`src/rtl/pfd_sampler_if.sv`:
```
// Signal bundle between the PLL controller side and the pfd_sampler detector.
// master drives the async clocks and enable; slave is the detector itself.
interface pfd_sampler_if #(
    parameter int CNT_W = 8
) ();
    logic             enable;
    logic             ref_in;
    logic             fb_in;
    logic             p_up;
    logic             p_down;
    logic             phase_clk;
    logic [CNT_W:0]   phase_err;
    logic             err_valid;
    logic             slip;
    logic [2:0]       state_dbg;

    // No ready/valid backpressure here: err_valid is a one-cycle strobe that
    // qualifies phase_err; the consumer must sample it on that cycle.
    modport master (
        output enable, ref_in, fb_in,
        input  p_up, p_down, phase_clk, phase_err, err_valid, slip, state_dbg
    );

    modport slave (
        input  enable, ref_in, fb_in,
        output p_up, p_down, phase_clk, phase_err, err_valid, slip, state_dbg
    );
endinterface

```
`src/rtl/pfd_sampler.sv`:
```
// Clocked phase-frequency detector: synchronizes ref/fb, detects rising edges,
// drives active-low up/down pulses, a signed phase error and a sticky slip flag.
module pfd_sampler #(
    parameter int SYNC_STAGES = 2,
    parameter int CNT_W       = 8,
    parameter int MIN_PULSE   = 1,
    parameter int MAX_PULSE   = 200
) (
    input  logic          clk,
    input  logic          reset,
    pfd_sampler_if.slave  bus
);
    typedef enum logic [2:0] {
        S_IDLE    = 3'd0,
        S_UP      = 3'd1,
        S_DN      = 3'd2,
        S_RELEASE = 3'd3,
        S_HOLDOFF = 3'd4
    } state_t;

    state_t                   r_state, w_state_nx;
    logic [SYNC_STAGES-1:0]   r_ref_sync, r_fb_sync;
    logic                     r_ref_d1, r_ref_d2, r_fb_d1, r_fb_d2;
    logic                     r_ref_e, r_fb_e;
    logic                     r_ref_p, r_fb_p, w_ref_p_nx, w_fb_p_nx;
    logic                     r_opp_lat, w_opp_lat_nx;
    logic                     r_hold_up, w_hold_up_nx;
    logic [CNT_W-1:0]         r_cnt, w_cnt_nx;
    logic [CNT_W:0]           r_err, w_err_nx;
    logic                     r_err_valid, w_err_valid_nx;
    logic                     r_slip, w_slip_nx;
    logic                     r_p_up, r_p_down, r_phase_clk;
    logic                     w_ref_any, w_fb_any, w_opp, w_same;

    // Front end: synchronizer chain, then a two-flop registered edge detector.
    always_ff @(posedge clk or negedge reset) begin
        if (!reset) begin
            r_ref_sync <= '0;
            r_fb_sync  <= '0;
            r_ref_d1   <= 1'b0;
            r_ref_d2   <= 1'b0;
            r_fb_d1    <= 1'b0;
            r_fb_d2    <= 1'b0;
            r_ref_e    <= 1'b0;
            r_fb_e     <= 1'b0;
        end else if (!bus.enable) begin
            r_ref_sync <= '0;
            r_fb_sync  <= '0;
            r_ref_d1   <= 1'b0;
            r_ref_d2   <= 1'b0;
            r_fb_d1    <= 1'b0;
            r_fb_d2    <= 1'b0;
            r_ref_e    <= 1'b0;
            r_fb_e     <= 1'b0;
        end else begin
            r_ref_sync <= {r_ref_sync[SYNC_STAGES-2:0], bus.ref_in};
            r_fb_sync  <= {r_fb_sync[SYNC_STAGES-2:0], bus.fb_in};
            r_ref_d1   <= r_ref_sync[SYNC_STAGES-1];
            r_ref_d2   <= r_ref_d1;
            r_fb_d1    <= r_fb_sync[SYNC_STAGES-1];
            r_fb_d2    <= r_fb_d1;
            r_ref_e    <= r_ref_d1 & ~r_ref_d2;
            r_fb_e     <= r_fb_d1 & ~r_fb_d2;
        end
    end

    assign w_ref_any = r_ref_e | r_ref_p;
    assign w_fb_any  = r_fb_e | r_fb_p;
    // In HOLDOFF the side that timed out is "same"; the other side releases it.
    assign w_opp     = r_hold_up ? r_fb_e : r_ref_e;
    assign w_same    = r_hold_up ? r_ref_e : r_fb_e;

    always_comb begin
        w_state_nx     = r_state;
        w_cnt_nx       = r_cnt;
        w_err_nx       = r_err;
        w_err_valid_nx = 1'b0;
        w_slip_nx      = r_slip;
        w_ref_p_nx     = r_ref_p;
        w_fb_p_nx      = r_fb_p;
        w_opp_lat_nx   = r_opp_lat;
        w_hold_up_nx   = r_hold_up;
        case (r_state)
            S_IDLE: begin
                w_ref_p_nx   = 1'b0;
                w_fb_p_nx    = 1'b0;
                w_opp_lat_nx = 1'b0;
                if (w_ref_any && w_fb_any) begin
                    w_state_nx     = S_RELEASE;
                    w_err_nx       = '0;
                    w_err_valid_nx = 1'b1;
                end else if (w_ref_any) begin
                    w_state_nx = S_UP;
                    w_cnt_nx   = CNT_W'(1);
                end else if (w_fb_any) begin
                    w_state_nx = S_DN;
                    w_cnt_nx   = CNT_W'(1);
                end
            end
            S_UP, S_DN: begin
                w_cnt_nx = r_cnt + CNT_W'(1);
                if (((r_state == S_UP) ? r_fb_e : r_ref_e) || r_opp_lat) begin
                    if (r_cnt >= CNT_W'(MIN_PULSE)) begin
                        w_state_nx     = S_RELEASE;
                        w_err_nx       = (r_state == S_UP) ? {1'b0, r_cnt} : -{1'b0, r_cnt};
                        w_err_valid_nx = 1'b1;
                    end else begin
                        w_opp_lat_nx = 1'b1;
                    end
                end else if (r_cnt == CNT_W'(MAX_PULSE)) begin
                    w_state_nx     = S_HOLDOFF;
                    w_err_nx       = (r_state == S_UP) ? {1'b0, r_cnt} : -{1'b0, r_cnt};
                    w_err_valid_nx = 1'b1;
                    w_slip_nx      = 1'b1;
                    w_hold_up_nx   = (r_state == S_UP);
                end
            end
            S_HOLDOFF: begin
                if (w_opp) w_state_nx = S_RELEASE;
                if (w_same) begin
                    if (r_hold_up) w_ref_p_nx = 1'b1;
                    else           w_fb_p_nx  = 1'b1;
                end
            end
            S_RELEASE: begin
                w_state_nx = S_IDLE;
                w_ref_p_nx = r_ref_p | r_ref_e;
                w_fb_p_nx  = r_fb_p | r_fb_e;
            end
            default: w_state_nx = S_IDLE;
        endcase
    end

    always_ff @(posedge clk or negedge reset) begin
        if (!reset) begin
            r_state     <= S_IDLE;
            r_cnt       <= '0;
            r_err       <= '0;
            r_err_valid <= 1'b0;
            r_slip      <= 1'b0;
            r_ref_p     <= 1'b0;
            r_fb_p      <= 1'b0;
            r_opp_lat   <= 1'b0;
            r_hold_up   <= 1'b0;
            r_p_up      <= 1'b1;
            r_p_down    <= 1'b1;
            r_phase_clk <= 1'b1;
        end else if (!bus.enable) begin
            r_state     <= S_IDLE;
            r_cnt       <= '0;
            r_err       <= '0;
            r_err_valid <= 1'b0;
            r_ref_p     <= 1'b0;
            r_fb_p      <= 1'b0;
            r_opp_lat   <= 1'b0;
            r_hold_up   <= 1'b0;
            r_p_up      <= 1'b1;
            r_p_down    <= 1'b1;
            r_phase_clk <= 1'b1;
        end else begin
            r_state     <= w_state_nx;
            r_cnt       <= w_cnt_nx;
            r_err       <= w_err_nx;
            r_err_valid <= w_err_valid_nx;
            r_slip      <= w_slip_nx;
            r_ref_p     <= w_ref_p_nx;
            r_fb_p      <= w_fb_p_nx;
            r_opp_lat   <= w_opp_lat_nx;
            r_hold_up   <= w_hold_up_nx;
            r_p_up      <= (w_state_nx != S_UP);
            r_p_down    <= (w_state_nx != S_DN);
            r_phase_clk <= (w_state_nx == S_IDLE);
        end
    end

    assign bus.p_up      = r_p_up;
    assign bus.p_down    = r_p_down;
    assign bus.phase_clk = r_phase_clk;
    assign bus.phase_err = r_err;
    assign bus.err_valid = r_err_valid;
    assign bus.slip      = r_slip;
    assign bus.state_dbg = r_state;
endmodule

```
`src/flat_wrapper.sv`:
```
// flat-port wrapper written by rule: the top's interface ports become plain ports
module pfd_sampler_flat 
#(
    parameter int SYNC_STAGES = 2,
    parameter int CNT_W       = 8,
    parameter int MIN_PULSE   = 1,
    parameter int MAX_PULSE   = 200
)
  (clk, reset, bus_enable, bus_ref_in, bus_fb_in, bus_p_up, bus_p_down, bus_phase_clk, bus_phase_err, bus_err_valid, bus_slip, bus_state_dbg);
  pfd_sampler_if #(.CNT_W(CNT_W)) bus_i ();
  input  logic clk;
  input  logic reset;
  input wire logic [$bits(bus_i.enable)-1:0] bus_enable;
  input wire logic [$bits(bus_i.ref_in)-1:0] bus_ref_in;
  input wire logic [$bits(bus_i.fb_in)-1:0] bus_fb_in;
  output wire logic [$bits(bus_i.p_up)-1:0] bus_p_up;
  output wire logic [$bits(bus_i.p_down)-1:0] bus_p_down;
  output wire logic [$bits(bus_i.phase_clk)-1:0] bus_phase_clk;
  output wire logic [$bits(bus_i.phase_err)-1:0] bus_phase_err;
  output wire logic [$bits(bus_i.err_valid)-1:0] bus_err_valid;
  output wire logic [$bits(bus_i.slip)-1:0] bus_slip;
  output wire logic [$bits(bus_i.state_dbg)-1:0] bus_state_dbg;
  assign bus_i.enable = bus_enable;
  assign bus_i.ref_in = bus_ref_in;
  assign bus_i.fb_in = bus_fb_in;
  assign bus_p_up = bus_i.p_up;
  assign bus_p_down = bus_i.p_down;
  assign bus_phase_clk = bus_i.phase_clk;
  assign bus_phase_err = bus_i.phase_err;
  assign bus_err_valid = bus_i.err_valid;
  assign bus_slip = bus_i.slip;
  assign bus_state_dbg = bus_i.state_dbg;
  pfd_sampler #(.SYNC_STAGES(SYNC_STAGES), .CNT_W(CNT_W), .MIN_PULSE(MIN_PULSE), .MAX_PULSE(MAX_PULSE)) u_core (.clk(clk), .reset(reset), .bus(bus_i));
endmodule
```
`config.mk`:
```
export PLATFORM = sky130hd
export DESIGN_NAME = pfd_sampler_flat
export DESIGN_NICKNAME = d
export VERILOG_FILES = /design/src/rtl/pfd_sampler_if.sv /design/src/rtl/pfd_sampler.sv /design/src/flat_wrapper.sv
export SDC_FILE = /design/constraint.sdc
export NUM_CORES = 1
export LEC_CHECK = 0
export ABC_CLOCK_PERIOD_IN_PS = 5600
export CAP_MARGIN = 10
export CORE_ASPECT_RATIO = 0.7
export CORE_UTILIZATION = 60
export CTS_CLUSTER_SIZE = 40
export DETAILED_ROUTE_END_ITERATION = 8
export PLACE_DENSITY = 0.95
export RECOVER_POWER = 25
export REMOVE_ABC_BUFFERS = 1
export SYNTH_ARGS = -nofsm -noshare
export SYNTH_HDL_FRONTEND = slang
export SYNTH_SLANG_ARGS = --single-unit
```
`constraint.sdc`:
```
create_clock -name clk -period 5.6 [get_ports clk]
set_input_delay 1.12 -clock clk [delete_from_list [all_inputs] [get_ports clk]]
set_output_delay 1.12 -clock clk [all_outputs]
set_load 0.05 [all_outputs]
```
==> flow_metrics.env <==
export IMPL_tns_ps=0
export IMPL_start_util_pct=63.2
export IMPL_start_kind="input pin"
export IMPL_cts_htree_levels=2
export IMPL_dpl_cell_area_um2=2210
export IMPL_syn_area_per_cell_um2=10.2
export IMPL_timing_hold_ws_ps=393
export IMPL_drive_above_1_share_pct=11.1
export IMPL_relSlewSlack_pct=-31.5
export IMPL_final_util_pct=72.3
export IMPL_hp_class="reg -> reg"
export IMPL_ff2ff_path_depth=5
export IMPL_yosysSeqAreaShare_pct=48.9
export IMPL_cts_clk_slew_worst_paths_ps=70
export IMPL_post_cts_buffers=0
export IMPL_io_pins=22
export IMPL_p_leak_nw=1.01
export IMPL_wl_per_cell_um=15.9
export IMPL_finClkSkew_ps=7.31
export IMPL_slowest_delay_ps=610
export IMPL_cp_max_fo=15
export IMPL_dpl_hpwl_um=2830
export IMPL_stdcell_area_um2=2290
export IMPL_syn_inst=197
export IMPL_core_area_um2=3170
export IMPL_r2r_end="u_core.bus.phase_err[1]"
export IMPL_total_power_mw=0.502
export IMPL_grt_start_max_net_pins=40
export IMPL_crit_path_end="u_core.bus.phase_err[1]"
export IMPL_post_cts_resized=0
export IMPL_timing_rr_start="u_core.bus.state_dbg[2]"
export IMPL_dr_pass1_iters=9
export IMPL_setup_viol=0
export IMPL_fin_ws_ps=2410
export IMPL_syn_area_um2=2000
export IMPL_ys_warn_count=0
export IMPL_dpl_worst_slack_ps=2180
export IMPL_top_layer="met4"
export IMPL_postSynth_asyncResetShare_pct=100
export IMPL_n_antenna_cell=0
export IMPL_synthDistinctLibCells=49
export IMPL_drcViolationCount=4
export IMPL_area_growth_syn_to_layout_pct=14.3
export IMPL_ys_ff_latch=39
export IMPL_die_area_um2=3580
export IMPL_grt_pass1_wl_um=6760
export IMPL_path_class="in -> reg"
export IMPL_gp_congestion=0.899
export IMPL_wl_um=4030
export IMPL_worstSkewPairLatency_ps=290
export IMPL_grt_overflow_total=0
export IMPL_avgViaCountPerCell=6.19
export IMPL_synthFlopType="dfrtp_1"
export IMPL_crit_slowest_cell="clkdlybuf4s50_1"
export IMPL_min_period_over_period_pct=56.9
export IMPL_m1WireLength_um=1950
export IMPL_clockBufferDepth=2
export IMPL_die_width_um=71.1
export IMPL_status="complete, but fails checks"
export IMPL_routed_wl_met3_um=242
export IMPL_endpoint_kind="flop"
export IMPL_placed_cells=246
export IMPL_ir_drop_mv=0.167
export IMPL_cp_startpoint="bus_enable"
export IMPL_rsz0062_at_grt="false"
export IMPL_cts_tree="done"
export IMPL_required_ps=5770
export IMPL_r2r_slack_ps=3180
export IMPL_hold_buffers=0
export IMPL_violations="design-rule violations, max-capacitance violations, max-slew violations"
export IMPL_ant_nets=0
export IMPL_drv_slew=40
export IMPL_drt_initial_drc_count=169
export IMPL_met2_wirelength_um=1780
export IMPL_final_cell_mix="36 x dfrtp_1, 20 x clkdlybuf4s50_1, 19 x nor2_1, 19 x o21ai_0, 13 x a21oi_1"
export IMPL_rows=17
export IMPL_io_buffers=21
export IMPL_cts_sinks=39
export IMPL_worst_pin_slew_ps=1970
export IMPL_groute_usage_overall_pct=25.2
export IMPL_drv_cap=1
export IMPL_hold_violations=0
export IMPL_antenna_found_initial=0
export IMPL_grt_pass1_vias=1445
export IMPL_numCtsBuffers=5
export IMPL_min_delay_start="u_core.r_ref_d2"
export IMPL_fin_cells=254
export IMPL_vias=1573
export IMPL_crit_arrival_ps=3360
export IMPL_mostFrequentLayoutCell="dfrtp_1"
export IMPL_layout_nets=224
export IMPL_root_buffer="clkbuf_8"
export IMPL_fmax_mhz=314
export IMPL_crit_chain="clkdlybuf4s50_1 > nor2b_1 > and2_1 > a32oi_1 > a21boi_4 > mux2_2"
export IMPL_die_h_um=50.4
export IMPL_synth_edf_count=0
export IMPL_fin_crit_ps=3190
export IMPL_powerDensity_nw_per_um2=219
## report_power, final
group,switching (mW),internal (mW)
logic,0.0234,0.0134
registers,0.00284,0.285
clock network,0.0895,0.0873
total,0.116,0.386
## critical path: cells and delay by family
family                 cells  cell delay (ps)
AOI/OAI and AO/OA          2              690
muxes                      1              380
and+or+nand+nor            2              560
buffers and inverters      1              610
## state kept, by name (all words and copies together) (netlist names), 2 cells and up
register,flops
u_core.bus.phase_err,9
u_core.bus.state_dbg,3
u_core.r_fb_sync,2
u_core.r_ref_sync,2
u_core.r_cnt,8
## cell type report
| class | instances | area (um^2) |
|---|---|---|
| flip-flops and latches | 39 | 980 |
| multi-input cells | 143 | 960 |
| fillers | 222 | 878 |
| repair buffers | 21 | 204 |
| clock buffers | 7 | 76.3 |
| well taps | 38 | 47.5 |
| inverters | 5 | 18.8 |
| clock inverters | 1 | 5.00 |
## cells in the mapped netlist, drive strengths merged (3+ instances only)
library cell	instances	area share, %
and3	4	1.2
and2	11	3.4
ha	4	2.5
a31oi	3	0.94
a21oi	13	3.2
nand3	4	1.0
nor2	19	3.6
clkbuf	9	1.7
dfstp	3	3.9
nand2	11	2.1
mux2	8	4.5
o21ai	21	6.0
dfrtp	36	45
xor2	4	1.7
nor2b	4	1.2
inv	5	0.94
## how the worst min path moves through the flow
stage | end | slack, ps | cells past startpoint
floorplan | u_core.r_fb_e | 380 | 1
global placement | u_core.r_ref_e | 380 | 1
detailed placement | u_core.r_ref_e | 380 | 1
CTS | u_core.r_ref_e | 390 | 1
global route | u_core.r_ref_e | 420 | 1
finish | u_core.r_ref_e | 390 | 1
## layer usage
layer / vias up / global-route usage [%]
met5: - / 0
met4: 0 / 10.3
met3: 9 / 6.02
met2: 59 / 37.0
met1: 762 / 36.1
li1: 743 / -
## cell families after synthesis
family	Yosys count	synth area share [%]
buffers and inverters	15	3.25
AO/OA/AOI/OAI	56	19.5
XOR/XNOR	6	2.62
AND/OR/NAND/NOR	68	18.2
flip-flops	39	48.9
multiplexers	9	4.99
adder cells (fa/ha/maj)	4	2.50
Power figures use the tool's default switching activity.
